### config.mk
export PLATFORM = sky130hd
export DESIGN_NAME = rv32_multicycle_sequencer_flat
export DESIGN_NICKNAME = d
export VERILOG_FILES = /design/src/rtl/rv32_multicycle_sequencer_if.sv /design/src/rtl/rv32_multicycle_sequencer.sv /design/src/flat_wrapper.sv
export SDC_FILE = /design/constraint.sdc
export NUM_CORES = 1
export LEC_CHECK = 0
export CAP_MARGIN = 20
export CORE_ASPECT_RATIO = 1.25
export CORE_MARGIN = 3
export CORE_UTILIZATION = 49
export DETAILED_ROUTE_END_ITERATION = 6
export GPL_TIMING_DRIVEN = 0
export PLACE_DENSITY = 0.85
export SLEW_MARGIN = 20
export SYNTH_ARGS = -nofsm -noshare
export SYNTH_HDL_FRONTEND = slang
export SYNTH_SLANG_ARGS = --single-unit
### constraint.sdc
create_clock -name clk -period 8.87 [get_ports clk]
set_clock_uncertainty 0.2 [all_clocks]
set_input_delay 2.2175 -clock clk [delete_from_list [all_inputs] [get_ports clk]]
set_output_delay 2.2175 -clock clk [all_outputs]
set_load 0.02 [all_outputs]
### src/rtl/rv32_multicycle_sequencer_if.sv
// Instruction and data memory request/ready handshakes between the sequencer and the memories.
interface rv32_multicycle_sequencer_if;
  logic imem_req;
  logic imem_ready;
  logic dmem_req;
  logic dmem_we;
  logic dmem_ready;

  modport master (
    output imem_req,
    output dmem_req,
    output dmem_we,
    input  imem_ready,
    input  dmem_ready
  );

  modport slave (
    input  imem_req,
    input  dmem_req,
    input  dmem_we,
    output imem_ready,
    output dmem_ready
  );
endinterface

### src/rtl/rv32_multicycle_sequencer.sv
// Control FSM for a multi-cycle RV32I core: fetch/decode/exec/mem/writeback sequencing,
// memory handshakes with a timeout watchdog, and a retired-instruction counter.
module rv32_multicycle_sequencer #(
  parameter logic [31:0] RESET_PC    = 32'h0000_0000,
  parameter int          MEM_TIMEOUT = 16
) (
  input  logic                                clk,
  input  logic                                rst,
  rv32_multicycle_sequencer_if.master         mem,
  output logic                                ir_we,
  input  logic                                reg_write,
  input  logic [1:0]                          mem_store,
  input  logic [2:0]                          mem_load,
  input  logic [1:0]                          jump_code,
  input  logic                                branch_taken,
  input  logic                                illegal,
  output logic                                pc_we,
  output logic [1:0]                          pc_sel,
  output logic                                rf_we,
  output logic [1:0]                          wb_sel,
  output logic [31:0]                         pc_init,
  output logic                                halted,
  output logic [2:0]                          state,
  output logic [31:0]                         instret
);

  typedef enum logic [2:0] {
    S_FETCH  = 3'd0,
    S_DECODE = 3'd1,
    S_EXEC   = 3'd2,
    S_MEM    = 3'd3,
    S_WB     = 3'd4,
    S_HALT   = 3'd5
  } state_t;

  localparam logic [7:0] WAIT_LAST = 8'(MEM_TIMEOUT - 1);

  state_t      state_q, state_d;
  logic [7:0]  wait_q, wait_d;
  logic [31:0] instret_q;
  logic        is_mem;
  logic [1:0]  wb_sel_dec;
  logic [1:0]  pc_sel_dec;

  assign is_mem = (mem_load != 3'b000) || (mem_store != 2'b00);

  // Writeback source is decoded once and shared by MEM (so load data settles) and WB.
  always_comb begin
    wb_sel_dec = 2'b00;
    if (mem_load != 3'b000)   wb_sel_dec = 2'b01;
    else if (jump_code[1])    wb_sel_dec = 2'b10;
  end

  always_comb begin
    pc_sel_dec = 2'b00;
    case (jump_code)
      2'b10:   pc_sel_dec = 2'b01;
      2'b11:   pc_sel_dec = 2'b10;
      2'b01:   pc_sel_dec = branch_taken ? 2'b01 : 2'b00;
      default: pc_sel_dec = 2'b00;
    endcase
  end

  always_comb begin
    // NOTE: every signal written here gets a default first so no latch is inferred.
    state_d      = state_q;
    wait_d       = wait_q;
    mem.imem_req = 1'b0;
    mem.dmem_req = 1'b0;
    mem.dmem_we  = 1'b0;
    ir_we        = 1'b0;
    pc_we        = 1'b0;
    pc_sel       = 2'b00;
    rf_we        = 1'b0;
    wb_sel       = 2'b00;
    halted       = 1'b0;

    // State already reads FETCH during reset; gating on !rst keeps every request and enable low.
    if (!rst) begin
      case (state_q)
        S_FETCH: begin
          mem.imem_req = 1'b1;
          if (mem.imem_ready) begin
            ir_we   = 1'b1;
            state_d = S_DECODE;
          end else if (wait_q == WAIT_LAST) begin
            state_d = S_HALT;
          end else begin
            wait_d = wait_q + 8'd1;
          end
        end
        S_DECODE: state_d = illegal ? S_HALT : S_EXEC;
        S_EXEC:   state_d = is_mem ? S_MEM : S_WB;
        S_MEM: begin
          mem.dmem_req = 1'b1;
          mem.dmem_we  = (mem_store != 2'b00);
          wb_sel       = wb_sel_dec;
          if (mem.dmem_ready) begin
            state_d = S_WB;
          end else if (wait_q == WAIT_LAST) begin
            state_d = S_HALT;
          end else begin
            wait_d = wait_q + 8'd1;
          end
        end
        S_WB: begin
          pc_we   = 1'b1;
          rf_we   = reg_write && (mem_store == 2'b00);
          pc_sel  = pc_sel_dec;
          wb_sel  = wb_sel_dec;
          state_d = S_FETCH;
        end
        S_HALT:  halted  = 1'b1;
        default: state_d = S_HALT;
      endcase
    end

    // The watchdog measures one wait at a time, so any state change restarts it.
    if (state_d != state_q) wait_d = '0;
  end

  always_ff @(posedge clk or posedge rst) begin
    if (rst) begin
      state_q   <= S_FETCH;
      wait_q    <= '0;
      instret_q <= '0;
    end else begin
      // NOTE: sequential state uses non-blocking assignments so all registers update together.
      state_q <= state_d;
      wait_q  <= wait_d;
      if (state_q == S_WB) instret_q <= instret_q + 32'd1;
    end
  end

  assign state   = state_q;
  assign instret = instret_q;
  assign pc_init = RESET_PC;

endmodule

### src/flat_wrapper.sv
// flat-port wrapper written by rule: the top's interface ports become plain ports
module rv32_multicycle_sequencer_flat 
#(
  parameter logic [31:0] RESET_PC    = 32'h0000_0000,
  parameter int          MEM_TIMEOUT = 16
)
  (clk, rst, ir_we, reg_write, mem_store, mem_load, jump_code, branch_taken, illegal, pc_we, pc_sel, rf_we, wb_sel, pc_init, halted, state, instret, mem_imem_req, mem_dmem_req, mem_dmem_we, mem_imem_ready, mem_dmem_ready);
  rv32_multicycle_sequencer_if mem_i ();
  input  logic clk;
  input  logic rst;
  output logic ir_we;
  input  logic reg_write;
  input  logic [1:0] mem_store;
  input  logic [2:0] mem_load;
  input  logic [1:0] jump_code;
  input  logic branch_taken;
  input  logic illegal;
  output logic pc_we;
  output logic [1:0] pc_sel;
  output logic rf_we;
  output logic [1:0] wb_sel;
  output logic [31:0] pc_init;
  output logic halted;
  output logic [2:0] state;
  output logic [31:0] instret;
  output wire logic [$bits(mem_i.imem_req)-1:0] mem_imem_req;
  output wire logic [$bits(mem_i.dmem_req)-1:0] mem_dmem_req;
  output wire logic [$bits(mem_i.dmem_we)-1:0] mem_dmem_we;
  input wire logic [$bits(mem_i.imem_ready)-1:0] mem_imem_ready;
  input wire logic [$bits(mem_i.dmem_ready)-1:0] mem_dmem_ready;
  assign mem_imem_req = mem_i.imem_req;
  assign mem_dmem_req = mem_i.dmem_req;
  assign mem_dmem_we = mem_i.dmem_we;
  assign mem_i.imem_ready = mem_imem_ready;
  assign mem_i.dmem_ready = mem_dmem_ready;
  rv32_multicycle_sequencer #(.RESET_PC(RESET_PC), .MEM_TIMEOUT(MEM_TIMEOUT)) u_core (.clk(clk), .rst(rst), .mem(mem_i), .ir_we(ir_we), .reg_write(reg_write), .mem_store(mem_store), .mem_load(mem_load), .jump_code(jump_code), .branch_taken(branch_taken), .illegal(illegal), .pc_we(pc_we), .pc_sel(pc_sel), .rf_we(rf_we), .wb_sel(wb_sel), .pc_init(pc_init), .halted(halted), .state(state), .instret(instret));
endmodule
* Word level (Yosys, flattened, before mapping)
Index checks and enable logic that the tools add are counted.
** Cells by class
- Add/subtract/negate cells :: 2
- Eq/ne operators :: 13
- Muxes and demuxes :: 36
- Reductions and logical operators :: 9
** Operator list (number)
- two-way mux 8 bit :: 5
- adder 32 x 1 -> 32 bit (second input constant) :: 1
- two-way mux 3 bit :: 6
- case mux 3 bit (6 select lines) :: 1
- two-way mux 1 bit :: 16
- case mux 8 bit (2 select lines) :: 1
- two-way mux 2 bit :: 6
- adder 8 x 1 -> 8 bit (second input constant) :: 1
- equality test 8 x 4 -> 1 bit (second input constant) :: 1
- equality test 3 x 2 -> 1 bit (second input constant) :: 2
- equality test 3 bit (second input constant) :: 2
- != test 3 x 2 -> 1 bit (second input constant) :: 2
- case mux 2 bit (3 select lines) :: 1
- nonzero test 3 bit :: 2
- equality test 2 bit (second input constant) :: 2
- AND reduction 4 bit :: 1
- equality test 3 x 1 -> 1 bit (second input constant) :: 1
- logical NOT 3 bit :: 1
- != test 3 bit :: 1
- equality test 2 x 1 -> 1 bit (second input constant) :: 1
- logical NOT 2 bit :: 1
- != test 2 x 1 -> 1 bit (second input constant) :: 1
- nonzero test 2 bit :: 1
- OR reduction 2 bit :: 1
- 2 further kinds :: 2
** Word-level totals
- Register bits :: 43
- Input port bits :: 14
- Output and inout bits :: 78
- Word-level logic and storage cells :: 63

* Depth between registers and ports, before layout
Gate-level depths: netlist of run 1.
- Depth after elaboration :: 8
- Depth in mapped cells :: 8
- Depth with buffers taken out :: 6

* Worst setup path before layout of run 1
Ideal clock, no wire load.
- Path kind :: input-to-output
- Start point :: input port rst
- End point :: output port pc_sel[1]
- Arrival time :: 3991 ps
- Path slack :: 2461 ps
- Cell stages on the path :: 4
- Cells stage by stage :: inv_1 nand2_1 inv_1 and3_1
** On the way
- Longest elaborated chain between the ends :: 1
** RTL lines
- start, declared :: line flat_wrapper.sv:10 : input logic rst;
- two-way mux 2 bit :: line rv32_multicycle_sequencer.sv:79 : if (!rst) begin
- end, declared :: line flat_wrapper.sv:19 : output logic [1:0] pc_sel;
Every way passes these cells.

* Worst setup path in the final report of run 1
- Start point :: input port rst
- End point :: output port rf_we
** On the way
- Longest elaborated chain between the ends :: 1
** RTL lines
- two-way mux 1 bit :: line rv32_multicycle_sequencer.sv:79
- end, declared :: line flat_wrapper.sv:20 : output logic rf_we;
Every way passes these cells.

==> results of run 1 <==
## logic make-up after synthesis
family,Yosys count
AO/OA/AOI/OAI,26
XOR/XNOR,37
adder cells (fa/ha/maj),2
buffers and inverters,50
flip-flops,43
multiplexers,2
other,1
AND/OR/NAND/NOR,108
## metal layers
metal  part of all wire (%)  track usage, %
met5                      0               0
met4                    1.9            7.86
met3                    5.8            3.90
met2                     52            31.9
met1                     40            21.9
## cell usage after synthesis (all sizes together) (2+ instances only)
cell,number,area (um2)
a21oi,9,45.0
and2,8,50.1
and3,5,31.3
and3b,4,35.0
buf,39,303
dfrtp,43,1080
ha,2,25.0
inv,11,41.3
nand2,12,45.0
nand2b,2,12.5
nand3,16,92.6
nand4,15,93.8
nor2,21,78.8
nor2b,5,31.3
nor3,8,50.1
nor3b,6,56.3
nor4,2,27.5
o211ai,2,15.0
o21ai,3,15.0
xnor2,24,210
xor2,13,114
## how the worst min path moves through the flow
stage	from	to	slack, ps	cells after the start
after floorplan	u_core.wait_q[7]	u_core.wait_q[7]	350	2
after global placement	u_core.instret[31]	u_core.instret[31]	260	1
after detailed placement	u_core.instret[31]	u_core.instret[31]	260	1
after CTS	u_core.instret[31]	u_core.instret[31]	270	1
after global routing	u_core.instret[31]	u_core.instret[31]	300	1
final	u_core.instret[31]	u_core.instret[31]	270	1
## worst max-delay path: stages
cell	delay [ps]
clkdlybuf4s50_1	550
inv_2	310
nand2_1	170
inv_1	110
and3_1	160
clkdlybuf4s50_1	610
## state kept, by name (all words and copies together) (netlist names)
register and flops:
u_core.wait_q 8, u_core.instret 32, u_core.state 3
## cell type report
cell class | instances | area share, %
buffer | 39 | 8.60
tap | 62 | 2.20
multi-input combinational | 207 | 37.7
clock buffer | 6 | 2.06
inverter | 11 | 1.17
sequential | 43 | 30.6
clock inverter | 2 | 0.355
timing repair buffer | 60 | 17.3
## power by group through the flow
stage	clock [uW]	sequential, uW	combinational (uW)
floorplan	0	258	162
global placement	0	240	260
detailed placement	0	241	267
CTS	124	238	267
global route	131	242	290
finish	119	238	267
## per-stage QoR
| step | setup slack, ps | power [uW] |
|---|---|---|
| 2_1_floorplan | 2460 | 420 |
| 3_3_place_gp | 1030 | 500 |
| 3_5_place_dp | 2330 | 507 |
| 4_1_cts | 2320 | 629 |
| 5_1_grt | 2160 | 663 |
| 6_report | 2320 | 625 |
==> out/qor.yml, run 1 <==
worst_setup_path:
  worstPathMaxFanout: 13
  cp.arrival_ps: 4130
  r2r_slack_ps: 6380
  worst_setup_path_start_kind: "input pin"
  crit_start: "rst"
  reg2regPathDepth: 6
  worstPathRequired_ps: 6450
  end_kind: "output pin"
  r2r-end: "u_core.wait_q[2]"
  critPathCapture: "rf_we"
  crit_type: "in -> out"
  r2r-start: "u_core.wait_q[1]"
floorplan:
  core_um2: 5150
  dieArea_um2: 6290
  row_count: 29
  io_pins: 92
  start_util_pct: 51.1
  die_x_um: 71.6
  die_y_um: 88.0
route:
  drt_iter0_markers: 139
  route.antenna.remaining_nets: 0
  via_per_inst: 4.97
  remaining_drc_errors: 0
  num_vias: 2138
  firstDrtPassIters: 4
  wl_per_cell_um: 12.7
  wl_um: 5460
finish:
  final_core_util_pct: 68.4
  syn_to_final_growth_pct: 33.8
  multi_input_area_um2: 1330
  drive_gt1_share_pct: 15.8
  fin_nets: 383
  stdcell_count: 430
  stdcell_area_um2: 3520
  nFillCells: 435
  regArea_um2: 1080
  n_antenna_cell: 0
  layout_common_cells: "clkdlybuf4s50_1, dfrtp_1, buf_4"
  layout_commonest_cell: "clkdlybuf4s50_1"
logic_synthesis:
  synth.mux.area_fraction_pct: 0.808
  ys_async_sr_fraction_pct: 100
  synthSimpleGateAreaFrac_pct: 24.3
  ys_ff_latch: 43
  synth_ff_type: "dfrtp_1"
  ys_types: 49
  synth_top_family_by_area: "simple AND/OR/NAND/NOR gates"
  syn_inst: 269
  synthAdderAreaFrac_pct: 0.951
  avgSynthCellArea_um2: 9.79
  syn_area_um2: 2630
  ys_warn_count: 0
  synth_xor_area_share_pct: 12.3
  synth_compound_area_share_pct: 7.56
  synth_edf_count: 0
  ys_seq_area_share_pct: 40.9
sta:
  relSlewSlack_pct: 62.2
  finalCritPeriodShare_pct: 73.8
  hold_viol: 0
  drv_slew: 0
  hold_slack_ps: 265
  tightest_slew_ps: 563
  fmax_ghz: 0.153
  finalSetupViolCount: 0
  totalNegativeSetupSlack_ps: 0
  rsz0062_at_grt: "false"
  final.min_clock_period_ps: 6550
clocking:
  cts_buffers: 5
  cts-resized-gates: 0
  clock_latency_ps: 290
  clock_path_buffers: 2
  htreeDepth: 2
  cts_tree: "done"
  clk_pin_slew_ps: 80
  root_buffer: "clkbuf_8"
  cts.sinks: 43
  postCtsHoldBufs: 0
  cts_setup_buffers: 0
power_and_ir_drop:
  vdd_ir_drop_max_mv: 0.132
  leakagePower_uw: 0.00160
  p_seq_share_pct: 38.2
  p_int_uw: 395
  p_sw_share_pct: 36.7
  power_density_nw_per_um2: 177
  pwr-share-clk_pct: 19.1
  power_switching_uw: 230
  comb_power_share_pct: 42.7
grt:
  grt_remaining_overflow: 0
  grt_pass1_wl_um: 9320
  track_usage_pct: 18.4
  grt_pass1_vias: 2049
  grt_max_degree: 38
  grt_antenna_before_repair: 0
worst_hold_path:
  hold_class: "reg -> reg"
job:
  drv_cap: 0
place:
  dpl.hpwl_um: 4190
  place_inst: 422
  gp_congestion: 0.902
  placed_area_um2: 3440
  io_buffers: 59
status:
  status: "complete, no violations"
No activity file was read; power rests on OpenSTA's default activity.
==> run 2, diff against run 1 <==
Settings changed: CORE_UTILIZATION 49 to 46, PLACE_DENSITY 0.85 to 0.8.
Clock period 8.87 ns to 6.3 ns, I/O delays scaled along.
==> out/qor.yml, run 2 (synthesis gave the netlist of run 1 again) <==
route:
  via_per_inst: 4.97
  firstDrtPassIters: 5
  num_vias: 2146
  remaining_drc_errors: 0
  drt_iter0_markers: 104
  wl_per_cell_um: 12.7
  route.antenna.remaining_nets: 0
  wl_um: 5480
sta:
  relSlewSlack_pct: 60.2
  finalCritPeriodShare_pct: 84.3
  totalNegativeSetupSlack_ps: 0
  hold_slack_ps: 286
  finalSetupViolCount: 0
  tightest_slew_ps: 593
  rsz0062_at_grt: "false"
  hold_viol: 0
  worst_slack_ps: 990
  final.min_clock_period_ps: 5310
  drv_slew: 0
  fmax_ghz: 0.188
worst_hold_path:
  hold-path-endpoint: "u_core.instret[31]"
  holdPathStages: 1
  hold_class: "reg -> reg"
  hold_start: "u_core.instret[31]"
floorplan:
  dieArea_um2: 6670
  die_x_um: 73.7
  start_util_pct: 48.0
  core_um2: 5480
  io_pins: 92
  row_count: 30
  die_y_um: 90.6
status:
  status: "complete, no violations"
worst_setup_path:
  r2r_slack_ps: 3830
  worstPathMaxFanout: 15
  end_kind: "output pin"
  worstPathRequired_ps: 4530
  r2r-end: "u_core.wait_q[2]"
  crit_type: "in -> out"
  reg2regPathDepth: 6
  r2r-start: "u_core.wait_q[1]"
  worst_setup_path_start_kind: "input pin"
  cp.arrival_ps: 3540
power_and_ir_drop:
  p_sw_share_pct: 37.1
  pwr-share-clk_pct: 20.1
  power_density_nw_per_um2: 251
  vdd_ir_drop_max_mv: 0.179
  leakagePower_uw: 0.00160
  p_seq_share_pct: 37.7
  power_switching_uw: 329
  p_int_uw: 558
  comb_power_share_pct: 42.2
grt:
  grt_pass1_wl_um: 9300
  grt_remaining_overflow: 0
  grt_max_degree: 36
  grt_pass1_vias: 2013
  grt_antenna_before_repair: 0
  track_usage_pct: 16.9
clocking:
  cts_setup_buffers: 0
  postCtsHoldBufs: 0
  htreeDepth: 2
  cts.sinks: 43
  clk_pin_slew_ps: 90
  clock_path_buffers: 2
  cts-resized-gates: 0
  clock_latency_ps: 300
  root_buffer: "clkbuf_8"
  cts_buffers: 5
  cts_tree: "done"
finish:
  layout_common_cells: "clkdlybuf4s50_1, dfrtp_1, buf_4"
  final_core_util_pct: 64.5
  drive_gt1_share_pct: 16.0
  stdcell_count: 432
  layout_commonest_cell: "clkdlybuf4s50_1"
  n_antenna_cell: 0
  fin_nets: 383
  syn_to_final_growth_pct: 34.2
  nFillCells: 474
  largest_register_ffs: 32
place:
  dp_worst_setup_slack_ps: 974
  gp_congestion: 0.900
  place_inst: 424
  dpl.hpwl_um: 4180
  io_buffers: 59
job:
  drv_cap: 0
run 2: per-layer routing:
layer	up-vias	global-route usage, %	part of all wire (%)
li1	1060	-	-
met1	1010	21.8	41
met2	69	28.5	52
met3	7	3.23	6.2
met4	0	4.68	1.2
met5	-	0	0
run 2: area by class of cell:
cell class	instances	area [um2]	area share, %
repair buffers	60	611	17.3
clock inverters	3	23.8	0.673
multi-input cells	207	1330	37.6
well taps	64	80.1	2.27
clock buffers	5	68.8	1.95
plain buffers	39	303	8.57
flip-flops and latches	43	1080	30.5
inverters	11	41.3	1.17
run 2: how the worst max path moves through the flow:
stage          from        end  depth (start not counted)
2_1_floorplan   rst  pc_sel[1]                          4
3_3_place_gp    rst      rf_we                          6
3_5_place_dp    rst      rf_we                          6
4_1_cts         rst      rf_we                          6
5_1_grt         rst      rf_we                          6
6_report        rst      rf_we                          6
run 2: worst max-delay path, stage by stage:
cell	delay, ps
clkdlybuf4s50_1	550
inv_2	340
nand2_1	180
inv_1	110
and3_1	160
clkdlybuf4s50_1	610
run 2: power by group through the flow:
| stage | logic, uW | registers (uW) | clock network [uW] |
|---|---|---|---|
| floorplan | 229 | 363 | 0 |
| global placement | 367 | 338 | 0 |
| detailed placement | 374 | 339 | 0 |
| CTS | 375 | 334 | 187 |
| global route | 401 | 339 | 196 |
| finish | 375 | 334 | 179 |
run 2: metrics by stage:
stage / cell area (um2) / power (uW)
2_1_floorplan: 2750 / 591
3_3_place_gp: 3420 / 705
3_5_place_dp: 3440 / 712
4_1_cts: 3530 / 896
5_1_grt: 3530 / 937
6_report: 3530 / 888
==> run 3, diff against run 2 <==
Clock period 6.3 ns to 5.4 ns, I/O delays scaled along.
==> results of run 3 <==
Same layout as run 2 (identical final DEF). Status: complete, no violations.
Among the figures that moved: setup slack after placement 974 ps -> 524 ps; setup slack after layout 990 ps -> 540 ps; register-to-register setup slack 3830 ps -> 2930 ps; total power 888 uW -> 1040 uW; worst IR drop on VDD 0.179 mV -> 0.208 mV
